[src/rtl/tcbm_handshake_ctrl_pkg.sv]
// tcbm_handshake_ctrl_pkg: shared FSM state encodings and host status codes.
package tcbm_handshake_ctrl_pkg;
  localparam logic [2:0] IDLE     = 3'd0;
  localparam logic [2:0] RX_HOLD  = 3'd1;
  localparam logic [2:0] TX_WAIT  = 3'd2;
  localparam logic [2:0] TX_SETUP = 3'd3;
  localparam logic [2:0] WAIT_REL = 3'd4;
  localparam logic [1:0] ST_OK      = 2'b00;
  localparam logic [1:0] ST_TIMEOUT = 2'b10;
endpackage

[src/rtl/tcbm_handshake_ctrl_sync2.sv]
// tcbm_sync2: two-flop synchroniser for asynchronous host inputs with a selectable reset level.
module tcbm_sync2 #(
  parameter logic RESET_VAL = 1'b0
) (
  input  logic clock,
  input  logic reset,
  input  logic d_i,
  output logic q_o
);
  logic s1_q, s2_q;
  always_ff @(posedge clock or posedge reset) begin
    if (reset) begin
      s1_q <= RESET_VAL;
      s2_q <= RESET_VAL;
    end else begin
      s1_q <= d_i;
      s2_q <= s1_q;
    end
  end
  assign q_o = s2_q;
endmodule

[src/rtl/tcbm_handshake_ctrl.sv]
// tcbm_handshake_ctrl: sequences one TCBM byte transfer between the host bus and the local side,
// with a bounded wait in every state that depends on the host or the local logic.
module tcbm_handshake_ctrl
  import tcbm_handshake_ctrl_pkg::*;
#(
  parameter int TIMEOUT_W = 16,
  parameter int TIMEOUT   = 50000
) (
  input  logic       clock,
  input  logic       reset,
  input  logic       dav_n,
  input  logic       host_rd,
  output logic       ack_n,
  output logic [1:0] st,
  output logic       data_le,
  output logic       data_oe,
  output logic       rx_valid,
  input  logic       rx_ready,
  output logic       tx_ready,
  input  logic       tx_valid,
  input  logic [1:0] tx_status,
  output logic       busy,
  output logic       timeout
);
  logic                 dav_s, dav_prev_q, dav_fall;
  logic [2:0]           state_q, state_d;
  logic [TIMEOUT_W-1:0] cnt_q, cnt_d;
  logic                 ack_q, ack_d, oe_q, oe_d, le_q, le_d, tmo_q, tmo_d;
  logic                 rxv_q, txr_q, busy_q;
  logic [1:0]           st_q, st_nxt;
  logic                 st_en, counting, hit;

  tcbm_sync2 #(.RESET_VAL(1'b1)) u_dav_sync (
    .clock(clock),
    .reset(reset),
    .d_i  (dav_n),
    .q_o  (dav_s)
  );

  assign dav_fall = dav_prev_q & ~dav_s;
  assign counting = (state_q == RX_HOLD) || (state_q == TX_WAIT) || (state_q == WAIT_REL);
  assign hit      = cnt_q == TIMEOUT_W'(TIMEOUT - 1);

  // Handshake conditions are tested before the timeout so a coincident handshake wins.
  always_comb begin
    state_d = state_q;
    ack_d   = ack_q;
    oe_d    = oe_q;
    le_d    = 1'b0;
    tmo_d   = 1'b0;
    st_en   = 1'b0;
    st_nxt  = ST_OK;
    case (state_q)
      IDLE: begin
        ack_d = 1'b1;
        oe_d  = 1'b0;
        if (dav_fall) begin
          state_d = host_rd ? TX_WAIT : RX_HOLD;
          le_d    = ~host_rd;
        end
      end
      RX_HOLD: begin
        if (rx_ready || hit) begin
          st_en   = 1'b1;
          st_nxt  = rx_ready ? ST_OK : ST_TIMEOUT;
          ack_d   = 1'b0;
          state_d = WAIT_REL;
        end
      end
      TX_WAIT: begin
        if (tx_valid) begin
          st_en   = 1'b1;
          st_nxt  = tx_status;
          oe_d    = 1'b1;
          state_d = TX_SETUP;
        end else if (hit) begin
          st_en   = 1'b1;
          st_nxt  = ST_TIMEOUT;
          ack_d   = 1'b0;
          state_d = WAIT_REL;
        end
      end
      TX_SETUP: begin
        ack_d   = 1'b0;
        state_d = WAIT_REL;
      end
      WAIT_REL: begin
        if (dav_s || hit) begin
          ack_d   = 1'b1;
          oe_d    = 1'b0;
          tmo_d   = ~dav_s;
          state_d = IDLE;
        end
      end
      default: state_d = IDLE;
    endcase
    cnt_d = (state_d != state_q || !counting) ? '0 : cnt_q + 1'b1;
  end

  always_ff @(posedge clock or posedge reset) begin
    if (reset) begin
      state_q    <= IDLE;
      cnt_q      <= '0;
      dav_prev_q <= 1'b1;
      ack_q      <= 1'b1;
      oe_q       <= 1'b0;
      le_q       <= 1'b0;
      tmo_q      <= 1'b0;
      rxv_q      <= 1'b0;
      txr_q      <= 1'b0;
      busy_q     <= 1'b0;
    end else begin
      state_q    <= state_d;
      cnt_q      <= cnt_d;
      dav_prev_q <= dav_s;
      ack_q      <= ack_d;
      oe_q       <= oe_d;
      le_q       <= le_d;
      tmo_q      <= tmo_d;
      rxv_q      <= state_d == RX_HOLD;
      txr_q      <= state_d == TX_WAIT;
      busy_q     <= state_d != IDLE;
    end
  end

  always_ff @(posedge clock or posedge reset) begin
    if (reset) st_q <= ST_OK;
    else if (st_en) st_q <= st_nxt;
  end

  assign ack_n    = ack_q;
  assign st       = st_q;
  assign data_le  = le_q;
  assign data_oe  = oe_q;
  assign rx_valid = rxv_q;
  assign tx_ready = txr_q;
  assign busy     = busy_q;
  assign timeout  = tmo_q;
endmodule

[config.mk]
export PLATFORM = sky130hd
export DESIGN_NAME = tcbm_handshake_ctrl
export DESIGN_NICKNAME = d
export VERILOG_FILES = /design/src/rtl/tcbm_handshake_ctrl_pkg.sv /design/src/rtl/tcbm_handshake_ctrl_sync2.sv /design/src/rtl/tcbm_handshake_ctrl.sv
export SDC_FILE = /design/constraint.sdc
export NUM_CORES = 1
export LEC_CHECK = 0
export ABC_AREA = 1
export CAP_MARGIN = 15
export CORE_ASPECT_RATIO = 1.1
export CORE_MARGIN = 2
export CORE_UTILIZATION = 41
export DETAILED_ROUTE_END_ITERATION = 12
export GPL_ROUTABILITY_DRIVEN = 0
export PLACE_DENSITY_LB_ADDON = 0.25
export SYNTH_ARGS = -nofsm -noshare
export SYNTH_HDL_FRONTEND = slang
export SYNTH_SLANG_ARGS = --single-unit
[constraint.sdc]
create_clock -name clock -period 1.8 [get_ports clock]
set_clock_uncertainty 0.05 [all_clocks]
set_input_delay 0.36 -clock clock [delete_from_list [all_inputs] [get_ports clock]]
set_output_delay 0.36 -clock clock [all_outputs]
set_load 0.01 [all_outputs]
# Word level (Yosys, flattened, before mapping)
# Cells that the tools add are included.
word_totals:
  reg_bits: 31
  in_bits: 8
  wordCells: 71
  output_inout_bits: 9
classes:
  n_mux: 29
  n_bitwise: 3
  reduce_logical: 12
  addsub: 1
  eq_ne: 13
ops:
  columns: ["operator", "n"]
  rows:
  - ["adder 16 x 1 -> 16 bit, second input constant", 1]
  - ["equality test 16 bit, second input constant", 1]
  - ["two-way mux 16 bit", 1]
  - ["two-way mux 3 bit", 5]
  - ["case mux 3 bit (5 select lines)", 1]
  - ["two-way mux 1 bit", 13]
  - ["two-way mux 2 bit", 5]
  - ["equality test 3 x 2 -> 1 bit, second input constant", 3]
  - ["equality test 3 x 1 -> 1 bit, second input constant", 2]
  - ["!= test 2 bit, second input constant", 3]
  - ["nonzero test 3 bit", 2]
  - ["logical OR 1 bit", 5]
  - ["case mux 1 bit (5 select lines)", 1]
  - ["AND reduction 5 bit", 1]
  - ["nonzero test 5 bit", 1]
  - ["!= test 2 x 1 -> 1 bit, second input constant", 2]
  - ["case mux 2 bit (2 select lines)", 1]
  - ["equality test 3 bit, second input constant", 1]
  - ["zero test 3 bit", 1]
  - ["!= test 3 bit", 1]
  - ["case mux 1 bit (3 select lines)", 1]
  - ["AND reduction 3 bit", 1]
  - ["inverter 1 bit", 2]
  - ["case mux 1 bit (2 select lines)", 1]
  - ["other kinds (2)", 2]

# Logic depth before layout (Yosys ltp)
# Gate-level depths: netlist (run 1).
depth:
  word_depth: 7
  depth_mapped: 12
  mapped_depth_nobuf: 11

# Modules after synthesis
# Synthesis (run 1) repeated with hierarchy kept, for this count alone.
unflattened:
  hier_cells: 197
  area_unflattened_um2: 1604.0
by_module_without_submodules:
  columns: ["mod", "area_per_inst_um2", "instances", "cells_each", "seq_area_each_um2"]
  rows:
  - ["tcbm_handshake_ctrl", 1547.7, 1, 194, 728.2]
  - ["tcbm_sync2", 56.3, 1, 3, 52.6]

# Worst setup path after synthesis (run 1)
# OpenSTA, ideal clock, no wires.
synth_path:
  path_kind: "register -> register"
  start: "register cnt_q[0]"
  end: "register cnt_q[9]"
  period_less_slack_ns: 1.711
  t_arrival_ns: 1.524
  path_buffers: 1
  required_ns: 1.613
  path_stages_with_launch: 11
  setup_ns: 0.137
  slack_ns: 0.089
  cell_sequence: "dfrtp_1 -> ha_1 -> nand3_2 -> nor2_4 -> nand2_2 -> nand2_1 -> nand2_1 -> nand4_1 -> nand2_4 -> buf_6 -> nor3_4"
synth_between:
  elab_chain_cells: 7
  elab_cells_between_ends: 12
  classes_between: "add/sub (1); eq/ne (2); mux (6); reduce/logical (3)"
synth_lines:
  columns: ["element", "line", "text"]
  rows:
  - ["from (decl)", "tcbm_handshake_ctrl.sv:27", "logic [TIMEOUT_W-1:0] cnt_q, cnt_d;"]
  - ["from (signal assigned)", "tcbm_handshake_ctrl.sv:114", "cnt_q <= cnt_d;"]
  - ["equality test 16 bit", "tcbm_handshake_ctrl.sv:42", "assign hit = cnt_q == TIMEOUT_W'(TIMEOUT - 1);"]
  - ["two-way mux 3 bit, or another cell as far along", "tcbm_handshake_ctrl.sv:76", "end else if (hit) begin"]
  - ["two-way mux 3 bit (on tied branches)", "tcbm_handshake_ctrl.sv:71, tcbm_handshake_ctrl.sv:88, tcbm_handshake_ctrl.sv:63", null]
  - ["case mux 3 bit (5 select lines)", "tcbm_handshake_ctrl.sv:53", "case (state_q)"]
  - ["!= test 3 bit", "tcbm_handshake_ctrl.sv:97", "cnt_d = (state_d != state_q || !counting) ? '0 : cnt_q + 1'b1;"]
  - ["logical OR 1 bit", "tcbm_handshake_ctrl.sv:97", null]
  - ["two-way mux 16 bit (*)", "tcbm_handshake_ctrl.sv:97", null]
  - ["via cnt_d[9]", "tcbm_handshake_ctrl.sv:27", null]
# Mark *: on every way through the listed nets, which the timed path passes. The rest lies on a longest branch.
# A chain may end at the register's enable or synchronous reset.

# Final worst setup path (run 1)
layout_path:
  start: "register cnt_q[0]"
  end: "register cnt_q[15]"
# The elaborated chain is that of the path after synthesis.

==> impl_metrics.json, run 1 <==
{
  "place_inst": 289,
  "vias": 1519,
  "ys_warn_count": 0,
  "wl_per_cell_um": 13.19,
  "nets": 264,
  "pre_cts_slack_ns": -0.1161,
  "area_growth_pct": 41.39,
  "fin_ws_ns": 0.06072,
  "end_kind": "flop",
  "io_pins": 17,
  "syn-cell-area_mm2": 0.001729,
  "die_h_um": 72.11,
  "final_cell_mix": "nand2_1, buf_4, dfrtp_1",
  "outcome": "finished, final reports clean",
  "worst-setup-path-type": "reg2reg",
  "ys.flop_type": "dfrtp_1",
  "worstMarginPinSlew_ns": 0.4252,
  "crit_path_start_kind": "flop",
  "cts_max_path_buffers": 2,
  "synth-edff-count": 0,
  "hp-class": "reg2reg",
  "numCtsBuffers": 5,
  "critPathMaxFanout": 8,
  "port_buffers": 16,
  "slew_headroom": 0.7157,
  "max_cap_violations": 0,
  "h-tree-depth": 2,
  "required_ns": 1.96,
  "die-area_mm2": 0.004753,
  "vdd_ir_drop_max_v": 0.0008059,
  "fin_crit_sh": 0.9663,
  "clock-sinks": 31,
  "largest_reg_flops": 16,
  "slew_viol_final": 0,
  "synth_area_leaders": "dfrtp_1, nand2_1, dfstp_2, inv_1, nor3_2",
  "wl_met3_um": 137,
  "track_usage": 0.1805,
  "power.density_mw_per_mm2": 1148,
  "fin_cells": 308,
  "power.leakage_nw": 1.075,
  "grt_start_max_net_pins": 32,
  "wirelength_um": 4061,
  "synth_top_area_cell": "dfrtp_1",
  "yosysSeqAreaShare": 0.4515,
  "drive_above_1_share": 0.3594,
  "clk_latency_ns": 0.29,
  "cts_hold_buf": 0,
  "route.met2.wl_um": 1924,
  "synthDistinctLibCells": 31,
  "async_flop_share": 1.000,
  "cp_data_arrival_time_ns": 1.89,
  "largest_register": "cnt_q",
  "viasPerCell": 4.932,
  "top_layer_used": "met4",
  "start_util": 0.4330,
  "coreArea_mm2": 0.003994,
  "antenna_found_initial": 0,
  "num_antenna_cells": 0,
  "netlist_instances": 203,
  "hold_viol": 0,
  "yosysTopAreaCellShare": 0.3907,
  "clk_pin_slew_ns": 0.07,
  "drc_errors": 0,
  "detail-route-antenna-nets": 0,
  "die_w_um": 65.92,
  "first_pass_iters": 4,
  "final_common_cell": "nand2_1",
  "gr-total-overflow": 0,
  "wl_met1_um": 1906,
  "cts_tree": "yes",
  "grt_pass1_vias": 1466,
  "syn_area_per_cell_um2": 8.518,
  "fmax_mhz": 575.0,
  "setup_viol": 0,
  "rows": 24,
  "cts-root-buf": "clkbuf_8",
  "synth-seq-cells": 31,
  "hpwl_um": 2631,
  "drt-initial-drc-count": 61,
  "grt_pass1_wl_um": 6527,
  "layout_min_cycle_time_ns": 1.739,
  "synth_nets": 212
}
[synthesized netlist by cell type, types with 2 or more instances]
cell type / number
nor2_1: 24
nor3_2: 9
nor3_1: 14
inv_2: 2
a21oi_1: 2
nand3_1: 10
nand4_1: 6
inv_1: 25
o21ai_0: 2
dfstp_2: 4
xor2_1: 10
nand2_2: 5
dfrtp_1: 27
buf_6: 2
nor2_2: 3
o21bai_1: 2
nand3_2: 4
nand2_1: 39
[layout make-up]
| type | instances | area (µm²) |
|---|---|---|
| well taps | 52 | 65.06 |
| inverters | 28 | 107.6 |
| repair buffers | 46 | 430.4 |
| fillers | 341 | 1549 |
| multi-input cells | 143 | 969.7 |
| clock buffers | 5 | 68.82 |
| clock inverters | 3 | 20.02 |
| flip-flops and latches | 31 | 783.3 |
[logic make-up after synthesis]
kind of cell             Yosys count  synth area share
AND/OR/NAND/NOR                  119            0.3661
XOR/XNOR                          11           0.05571
flip-flops                        31            0.4515
adder cells (fa/ha/maj)            1          0.007235
buffers and inverters             30           0.07526
AO/OA/AOI/OAI                     11           0.04414
[report_power, final]
group / leakage, nW / internal [W] / switching (W)
combinational: 0.632 / 0.000567 / 0.000776
clock: 0.0402 / 0.000268 / 0.000277
sequential: 0.402 / 0.000825 / 0.0000939
[per-stage QoR]
stage                     power, W  cell area [µm²]  hold WS (ns)  TNS (ns)  utilization
after floorplan           0.001585             1729        0.2952         0            -
after global placement    0.001967             2107        0.2970   -0.5301       0.5276
after detailed placement  0.001986             2107        0.2991    -1.104       0.5276
after CTS                 0.002624             2238        0.3101         0       0.5605
after global routing      0.003011             2445        0.3116   -0.1460       0.6122
final                     0.002807             2445        0.3083         0       0.6122
[routing by layer]
metal,track usage,vias up
met2,0.2806,26
met5,0,-
met4,0.06481,0
li1,-,762
met1,0.2427,721
met3,0.04806,10
[final timing paths]
kind	start	to	slack [ns]	cells after the start
min reg2reg	u_dav_sync.s1_q	u_dav_sync.q_o	0.31	0
max	cnt_q[0]	cnt_q[15]	0.06	9
max in group asynchronous	reset	u_dav_sync.s1_q	1.12	3
max reg2reg	cnt_q[0]	cnt_q[15]	0.06	9
min in group asynchronous	reset	rx_valid	0.35	3
min	u_dav_sync.s1_q	u_dav_sync.q_o	0.31	0
[what timing repair did]
| item | in CTS | in global routing |
|---|---|---|
| resized for setup | 4 | 28 |
| cloned | 1 | 1 |
| endpoints found under the setup margin | 16 | 17 |
| pin swaps | 3 | 9 |
| setup buffers | 1 | 8 |
[worst max-delay path: stages (launching register included)]
cell	delay, ns
dfrtp_1	0.41
ha_4	0.18
nand3_4	0.11
nor2_4	0.04
nand2_4	0.08
nand3_1	0.13
o31ai_2	0.12
nand3_4	0.15
clkbuf_16	0.20
nor3_2	0.16
No activity file was read; power rests on OpenSTA's default activity.
==> inputs of run 2 (changes only) <==
- CAP_MARGIN: 15 -> not set
==> results of run 2 <==
Same layout as run 1: the final DEF is identical, and so are final timing and power.
